[src/rtl/ntt_mult_arb_pkg.sv]
// Shared constants and request payload for the NTT multiplier arbiter.
package ntt_mult_arb_pkg;

  // Cycles from the accept edge to the visible response.
  localparam int unsigned NTT_MULT_ARB_LATENCY = 2;

  // Widest operand the request payload can carry; narrower RADIX values are zero-extended.
  localparam int unsigned NTT_MAX_RADIX = 32;

  typedef struct packed {
    logic [NTT_MAX_RADIX-1:0] a;
    logic [NTT_MAX_RADIX-1:0] b;
  } ntt_mult_req_t;

  // Requester index width, never narrower than one bit.
  function automatic int unsigned ntt_id_width(input int unsigned n);
    return (n <= 1) ? 1 : $clog2(n);
  endfunction

endpackage

[src/rtl/ntt_mult_dsp.sv]
// Unsigned full-width multiplier between the two pipeline stages.
module ntt_mult_dsp
  import ntt_mult_arb_pkg::*;
#(
  parameter int unsigned RADIX = 23
) (
  input  logic [NTT_MAX_RADIX-1:0] i_a,
  input  logic [NTT_MAX_RADIX-1:0] i_b,
  output logic [2*RADIX-1:0]       o_p
);

  localparam int unsigned FULL_W = 2 * NTT_MAX_RADIX;

  // Operands are zero above RADIX, so the upper product bits are always zero.
  assign o_p = (2*RADIX)'(FULL_W'(i_a) * FULL_W'(i_b));

endmodule

[src/rtl/ntt_mult_arb.sv]
// Round-robin arbiter feeding one shared two-stage multiplier pipeline.
module ntt_mult_arb
  import ntt_mult_arb_pkg::*;
#(
  parameter  int unsigned RADIX   = 23,
  parameter  int unsigned NUM_REQ = 4,
  localparam int unsigned ID_W    = ntt_id_width(NUM_REQ)
) (
  input  logic                       clk,
  input  logic                       reset,
  input  logic                       zeroize,
  input  logic [NUM_REQ-1:0]         req_valid_i,
  output logic [NUM_REQ-1:0]         req_ready_o,
  input  logic [NUM_REQ*RADIX-1:0]   req_a_i,
  input  logic [NUM_REQ*RADIX-1:0]   req_b_i,
  output logic                       rsp_valid_o,
  output logic [ID_W-1:0]            rsp_id_o,
  output logic [2*RADIX-1:0]         rsp_p_o,
  output logic                       busy_o
);

  if (RADIX == 0 || RADIX > NTT_MAX_RADIX || NUM_REQ == 0 || NUM_REQ > 8 ||
      NTT_MULT_ARB_LATENCY != 2) begin : g_cfg_err
    $error("ntt_mult_arb: unsupported RADIX/NUM_REQ configuration");
  end

  logic [ID_W-1:0]    r_rr_ptr;
  logic               w_hi_any;
  logic               w_lo_any;
  logic               w_gnt_any;
  logic               w_accept;
  logic [ID_W-1:0]    w_hi_id;
  logic [ID_W-1:0]    w_lo_id;
  logic [ID_W-1:0]    w_gnt_id;
  logic [ID_W-1:0]    w_ptr_nxt;
  logic [RADIX-1:0]   w_a_sel;
  logic [RADIX-1:0]   w_b_sel;

  ntt_mult_req_t      r_s1_req;
  logic [ID_W-1:0]    r_s1_id;
  logic               r_s1_vld;

  logic [2*RADIX-1:0] w_prod;
  logic [2*RADIX-1:0] r_s2_p;
  logic [ID_W-1:0]    r_s2_id;
  logic               r_s2_vld;

  // Round-robin search: lowest valid at or above rr_ptr, else lowest valid overall (wrap).
  always_comb begin
    w_hi_any = 1'b0;
    w_hi_id  = '0;
    w_lo_any = 1'b0;
    w_lo_id  = '0;
    for (int k = 0; k < int'(NUM_REQ); k++) begin
      if (req_valid_i[k]) begin
        if (!w_lo_any) begin
          w_lo_any = 1'b1;
          w_lo_id  = ID_W'(k);
        end
        if (!w_hi_any && (ID_W'(k) >= r_rr_ptr)) begin
          w_hi_any = 1'b1;
          w_hi_id  = ID_W'(k);
        end
      end
    end
    w_gnt_any = w_lo_any;
    w_gnt_id  = w_hi_any ? w_hi_id : w_lo_id;
  end

  // One-hot ready for the granted requester, gated off during reset and zeroize; operand mux.
  always_comb begin
    req_ready_o = '0;
    w_a_sel     = '0;
    w_b_sel     = '0;
    for (int k = 0; k < int'(NUM_REQ); k++) begin
      if (w_gnt_id == ID_W'(k)) begin
        req_ready_o[k] = w_gnt_any & ~reset & ~zeroize;
        w_a_sel        = req_a_i[k*RADIX +: RADIX];
        w_b_sel        = req_b_i[k*RADIX +: RADIX];
      end
    end
  end

  assign w_accept  = |req_ready_o;
  assign w_ptr_nxt = (w_gnt_id == ID_W'(NUM_REQ - 1)) ? '0 : w_gnt_id + ID_W'(1);

  // Stage 1: capture the accepted request and advance the round-robin pointer.
  always_ff @(posedge clk or posedge reset) begin
    if (reset) begin
      r_rr_ptr <= '0;
      r_s1_vld <= 1'b0;
      r_s1_req <= '0;
      r_s1_id  <= '0;
    end else if (zeroize) begin
      r_rr_ptr <= '0;
      r_s1_vld <= 1'b0;
      r_s1_req <= '0;
      r_s1_id  <= '0;
    end else begin
      r_s1_vld <= w_accept;
      if (w_accept) begin
        r_rr_ptr   <= w_ptr_nxt;
        r_s1_req.a <= NTT_MAX_RADIX'(w_a_sel);
        r_s1_req.b <= NTT_MAX_RADIX'(w_b_sel);
        r_s1_id    <= w_gnt_id;
      end
    end
  end

  ntt_mult_dsp #(
    .RADIX (RADIX)
  ) u_dsp (
    .i_a (r_s1_req.a),
    .i_b (r_s1_req.b),
    .o_p (w_prod)
  );

  // Stage 2: register the product; data holds its last value when no entry advances.
  always_ff @(posedge clk or posedge reset) begin
    if (reset) begin
      r_s2_vld <= 1'b0;
      r_s2_p   <= '0;
      r_s2_id  <= '0;
    end else if (zeroize) begin
      r_s2_vld <= 1'b0;
      r_s2_p   <= '0;
      r_s2_id  <= '0;
    end else begin
      r_s2_vld <= r_s1_vld;
      if (r_s1_vld) begin
        r_s2_p  <= w_prod;
        r_s2_id <= r_s1_id;
      end
    end
  end

  assign rsp_valid_o = r_s2_vld;
  assign rsp_id_o    = r_s2_id;
  assign rsp_p_o     = r_s2_p;
  assign busy_o      = r_s1_vld | r_s2_vld;

endmodule

[config.mk]
export PLATFORM = sky130hd
export DESIGN_NAME = ntt_mult_arb
export DESIGN_NICKNAME = d
export VERILOG_FILES = /design/src/rtl/ntt_mult_arb_pkg.sv /design/src/rtl/ntt_mult_dsp.sv /design/src/rtl/ntt_mult_arb.sv
export SDC_FILE = /design/constraint.sdc
export NUM_CORES = 2
export LEC_CHECK = 0
export ABC_AREA = 1
export ABC_CLOCK_PERIOD_IN_PS = 7390
export BUFFER_PORTS_ARGS = -buffer_cell sky130_fd_sc_hd__buf_2
export CORE_MARGIN = 2
export CORE_UTILIZATION = 63
export DETAILED_ROUTE_END_ITERATION = 10
export PLACE_DENSITY = 0.84
export SLEW_MARGIN = 25
export SYNTH_ARGS = -nofsm -noshare
export SYNTH_HDL_FRONTEND = slang
export SYNTH_SLANG_ARGS = --single-unit
[constraint.sdc]
create_clock -name clk -period 7.39 [get_ports clk]
set_clock_uncertainty 0.15 [all_clocks]
set_input_delay 0.3695 -clock clk [delete_from_list [all_inputs] [get_ports clk]]
set_output_delay 0.3695 -clock clk [all_outputs]
set_load 0.02 [all_outputs]
---- Word level (Yosys, flattened, before mapping) ----
Index checks and enable logic that the tools add are counted.
word-level totals
  flip-flop bits (word level) ............. 118
  input bits .............................. 191
  output and inout port bits .............. 54
  logic and storage cells ................. 82
cells by class
  add/sub/neg operators ................... 1
  $mul .................................... 1
  order comparisons ....................... 4
  eq/ne operators ......................... 3
  mux-type cells .......................... 50
  bitwise gates (word level) .............. 5
  reduce and logical (&&, ||, !) cells .... 10
operator list
  operator             count
  $mux 23              8
  $mux 64              2
  $mux 46              2
  $mul 32x32->46       1
  $mux 2               16
  $mux 1               22
  $eq 2x2->1 const B   2
  $ge 1x2->1 const A   2
  $ge 2x2->1 const A   2
  $reduce_bool 2->1    2
  $reduce_or 4->1      1
  $logic_and 1x1->1    3
  $logic_not 1->1      3
  $add 2x1->2 const B  1
  $and 1x1->1          2
  $eq 2x1->1 const B   1
  $logic_not 2->1      1
  $not 1->1            2
  $or 1x1->1           1

---- Longest topological paths before layout ----
  depth in word-level cells ............... 23
  depth in mapped cells ................... 31
  gate-level depth less buffers ........... 30

---- Cells and area by module ----
Synthesis repeated with hierarchy kept, for this count alone.
unflattened totals
  cell total of the unflattened synthesis .. 4529
  area, all modules ....................... 34027.6 um^2
by module, submodules not included
  module        times used  cells each  area each (um^2)  sequential area each (um^2)
  ntt_mult_dsp  1           3690        28224.6           0.0
  ntt_mult_arb  1           839         5803.1            2502.4

---- Worst setup path before layout ----
Ideal clock, no wire load.
  path kind ............................... register to register
  start point ............................. reg r_s1_req[5] in the netlist's numbering
  end point ............................... reg r_s2_p[44] (netlist: rsp_p_o[44])
  setup time .............................. 0.118 ns
  arrival ................................. 6.067 ns
  required time ........................... 7.122 ns
  path slack .............................. 1.055 ns
  cell stages (with the launch flop) ...... 28
  buffers on the path ..................... 1
  clock period less this slack ............ 6.335 ns
  path through ............................ dfrtp_1 > clkbuf_1 > nand2_1 > fa_1 > inv_1 > fa_1 > fa_1 > inv_1 > fa_1 > inv_1 > fa_1 > fa_1 > fa_1 > inv_1 > fa_1 > inv_1 > ha_1 > nand2_1 > nor2_1 > inv_1 > nor2_1 > nand2_1 > nor2_1 > nand2_1 > nand3_1 > nand2_1 > nand3_1 > nand2_1
between the ends
  cells in the longest elaborated chain, start to end .. 3
ends and longest elaborated chain
  what                    RTL line             text
  start: declaration      ntt_mult_arb.sv:39   ntt_mult_req_t r_s1_req;
  $mul 32x32->46          ntt_mult_dsp.sv:15   assign o_p = (2*RADIX)'(FULL_W'(i_a) * FULL_W'(i_b));
  $mux 46                 ntt_mult_arb.sv:130  if (r_s1_vld) begin
  $mux 46                 ntt_mult_arb.sv:124  end else if (zeroize) begin
  end signal: assignment  ntt_mult_arb.sv:131  r_s2_p <= w_prod;
  end: declaration        ntt_mult_arb.sv:44   logic [2*RADIX-1:0] r_s2_p;
Every way passes these cells. The select of a mux whose other input is x is not followed.
A chain may end at the register's enable or synchronous reset.

---- Worst setup path in the final report ----
  start point ............................. reg r_s1_req[8] in the netlist's numbering
  end point ............................... reg r_s2_p[34] (netlist: rsp_p_o[34])
Same word-level chain as after synthesis.

==> flow_metrics.py <==
metrics = {
    "worst_hold_path": {
        "hold_depth": 3,
        "hold_class": "input port to flop",
        "hold_start": "req_b_i[87]",
    },
    "clock_tree": {
        "h-tree-depth": 3,
        "clock-sinks": 100,
        "clk_latency_ns": 0.38,
        "clk_pin_slew_worst_paths_ns": 0.08,
        "post_cts.repair.setup_buffers": 0,
        "cts-root-buf": "clkbuf_16",
        "cts_inserted_buffers": 9,
        "cts_buffer_depth": 2,
        "cts_tree": "done",
    },
    "grt": {
        "groute.usage.overall_pct": 38.4,
        "grt_pass1_wl_um": 122000,
        "first_global_vias": 22800,
        "grt_max_degree": 91,
        "grt.overflow.total": 0,
        "antenna_found_initial": 1,
    },
    "logic_synthesis": {
        "synth_edf_count": 0,
        "synth_fp_nets": 4239,
        "yosys.area_share.simple_pct": 18.6,
        "synth_top_area_share_pct": 35.0,
        "avgSynthCellArea_um2": 7.39,
        "muxShareOfSynthArea_pct": 0,
        "synthAdderAreaFrac_pct": 46.2,
        "synth_flop_cell": "dfrtp_1",
        "synth.distinct_cells": 38,
        "ys_top_cells_by_area": "fa_1, inv_1, nand2_1",
        "synth-seq-cells": 100,
        "synth_seq_area_share_pct": 10.0,
        "synth_xor_area_share_pct": 0.140,
        "yosysWarningCount": 0,
        "netlist_instances": 3386,
        "syn-cell-area_mm2": 0.0250,
        "synthTopCellsByCount": "inv_1, nand2_1, fa_1",
        "synth_top_area_cell": "fa_1",
        "async_flop_share_pct": 100,
        "synth-compound-area-share_pct": 7.69,
        "synth_top_family_by_area": "adder cells",
        "synth.most_common_cell": "inv_1",
    },
    "place": {
        "port_buffers": 244,
        "place_hpwl_um": 63500,
        "post-place-cells": 4080,
        "place.gp.congestion": 0.996,
    },
    "critical_path": {
        "end_kind": "flop",
        "critPathArrivalTime_ns": 7.20,
        "startpoint": "r_s1_req[8]$_DFFE_PP0P_",
        "cp_max_fo": 17,
        "reg2reg_setup_slack_ns": 0.31,
        "startpoint_type": "flop",
        "required_ns": 7.51,
        "timing.rr.start": "r_s1_req[8]$_DFFE_PP0P_",
        "critPathKind": "flop to flop",
        "ff2ff_path_depth": 26,
    },
    "floorplanning": {
        "fp-row-count": 73,
        "placeableCoreArea_mm2": 0.0395,
        "die_y_um": 203,
        "die-area_mm2": 0.0413,
        "fp.dieW_um": 203,
        "io_pins": 245,
        "initial_utilization_pct": 63.4,
    },
    "sta": {
        "timing.setup.tns_ns": 0,
        "max-slew-margin-rel_pct": 13.4,
        "rsz0062_at_grt": "false",
        "hold_viol": 0,
        "worst_pin_slew_ns": 1.28,
        "setup_viol": 0,
        "fin_crit_sh_pct": 95.8,
        "fmax_mhz": 141,
        "whs_ns": 0.0942,
        "fin_crit_ns": 7.08,
        "slew_viol_final": 0,
    },
    "layout": {
        "nets": 4420,
        "nFillCells": 3267,
        "final_layout_size_suffix_gt1_share_pct": 11.3,
        "area_growth_pct": 8.55,
        "diodes": 0,
        "final_cells": 4097,
        "postLayoutCoreUtil_pct": 68.9,
    },
    "run": {
        "max-cap-violations": 0,
    },
    "routing": {
        "routed_via_density": 5.41,
        "drt-total-wl_um": 75200,
        "drtIter0Drc": 2261,
        "ant_nets": 0,
        "first_pass_iters": 6,
        "wl_per_cell_um": 18.4,
        "drc": 0,
        "num_vias": 22200,
    },
    "power_and_ir_drop": {
        "max-vdd-ir-drop_v": 0.000268,
        "finalPower_mw": 8.21,
        "cellLeakagePower_nw": 17.4,
        "p_per_area_mw_per_mm2": 302,
    },
    "run_status": {
        "status": "complete, no violations",
    },
}
## stage by stage
step           setup WS [ns]  area [µm²]
3_3_place_gp           0.471       26800
2_1_floorplan           1.06       25000
4_1_cts                0.339       27200
3_5_place_dp           0.419       26900
6_report               0.310       27200
5_1_grt              0.00221       27200
## critical path, cell delays in order, from the launching register on
cell,delay [ns]
dfrtp_1,0.80
nand2_1,0.15
inv_1,0.12
fa_1,0.43
fa_1,0.56
inv_1,0.06
fa_1,0.44
fa_1,0.42
inv_1,0.09
fa_1,0.45
fa_1,0.51
fa_1,0.57
inv_1,0.07
fa_1,0.50
inv_1,0.05
ha_1,0.41
nand2_1,0.13
nor2_1,0.20
nand2_1,0.09
nor2_1,0.09
nand2_1,0.06
nand3_1,0.20
nand2_1,0.10
nand2_1,0.07
nand2_1,0.04
nand3_1,0.12
nand2_1,0.07
## registers in the layout, indices dropped and copies added (netlist names)
register	count
rsp_p_o	46
r_s1_vld	1
rsp_valid_o	1
rsp_id_o	2
r_s1_id	2
r_rr_ptr	2
r_s1_req	46
## layout make-up
cell class              instances  area, µm²  share of cell area (%)
clock buffers                  10        239                   0.879
multi-input cells            2149      18200                    67.0
clock inverters                 6       65.1                   0.239
well taps                     525        657                    2.42
repair buffers                317       1790                    6.58
inverters                     990       3720                    13.7
flip-flops and latches        100       2510                    9.23
## layer usage
metal	share of wire (%)	global-route usage (%)	vias to the layer above
met1	41	53.6	10700
met3	10	7.64	182
met5	0	0	-
met2	46	60.4	1164
met4	3.8	12.6	0
li1	-	-	10200
## cell families after synthesis
group	Yosys count
and+or+nand+nor	1201
buffers and inverters	1137
adders and majority gates	662
AOI/OAI and AO/OA	282
DFF	100
xor gates and xnor gates	4
## path summary, 6_finish.rpt
kind,to
min,r_s1_req[18]$_DFFE_PP0P_
max reg2reg,rsp_p_o[34]$_DFFE_PP0P_
max in group asynchronous,r_s1_req[40]$_DFFE_PP0P_
min in group asynchronous,rsp_p_o[17]$_DFFE_PP0P_
max,rsp_p_o[34]$_DFFE_PP0P_
min reg2reg,rsp_p_o[9]$_DFFE_PP0P_
## layout by cell type, fill, tap and decap left out, types with 2 or more instances in the layout
master,n
clkbuf_16,9
o21ai_2,35
inv_2,4
a22o_1,3
o22ai_2,15
nor2_1,129
a21oi_1,90
nor3_2,2
fa_1,438
o21a_1,2
o21ai_0,52
ha_1,223
dfrtp_2,4
o311ai_0,33
o211ai_1,35
a32o_1,2
xnor2_1,3
nand2_1,982
inv_1,983
buf_4,70
nand3_1,66
inv_4,2
nor2_2,2
o311ai_1,2
buf_2,244
or2_2,4
dfrtp_1,96
clkinv_4,2
o21ai_1,3
o21bai_1,7
nor3_1,5
inv_8,2
nand4_1,5
nand3b_1,4
## power breakdown
part	internal [mW]	switching (mW)
Clock	0.248	0.258
Combinational	2.29	4.17
Sequential	0.710	0.540
Total	3.24	4.96
## repair_timing
item / in CTS / in global routing
setup endpoints to repair: 0 / 11
hold buffers: 1 / 0
gates resized for setup: 0 / 4
hold endpoints to repair: 29 / 0
No activity file was read; power rests on OpenSTA's default activity.
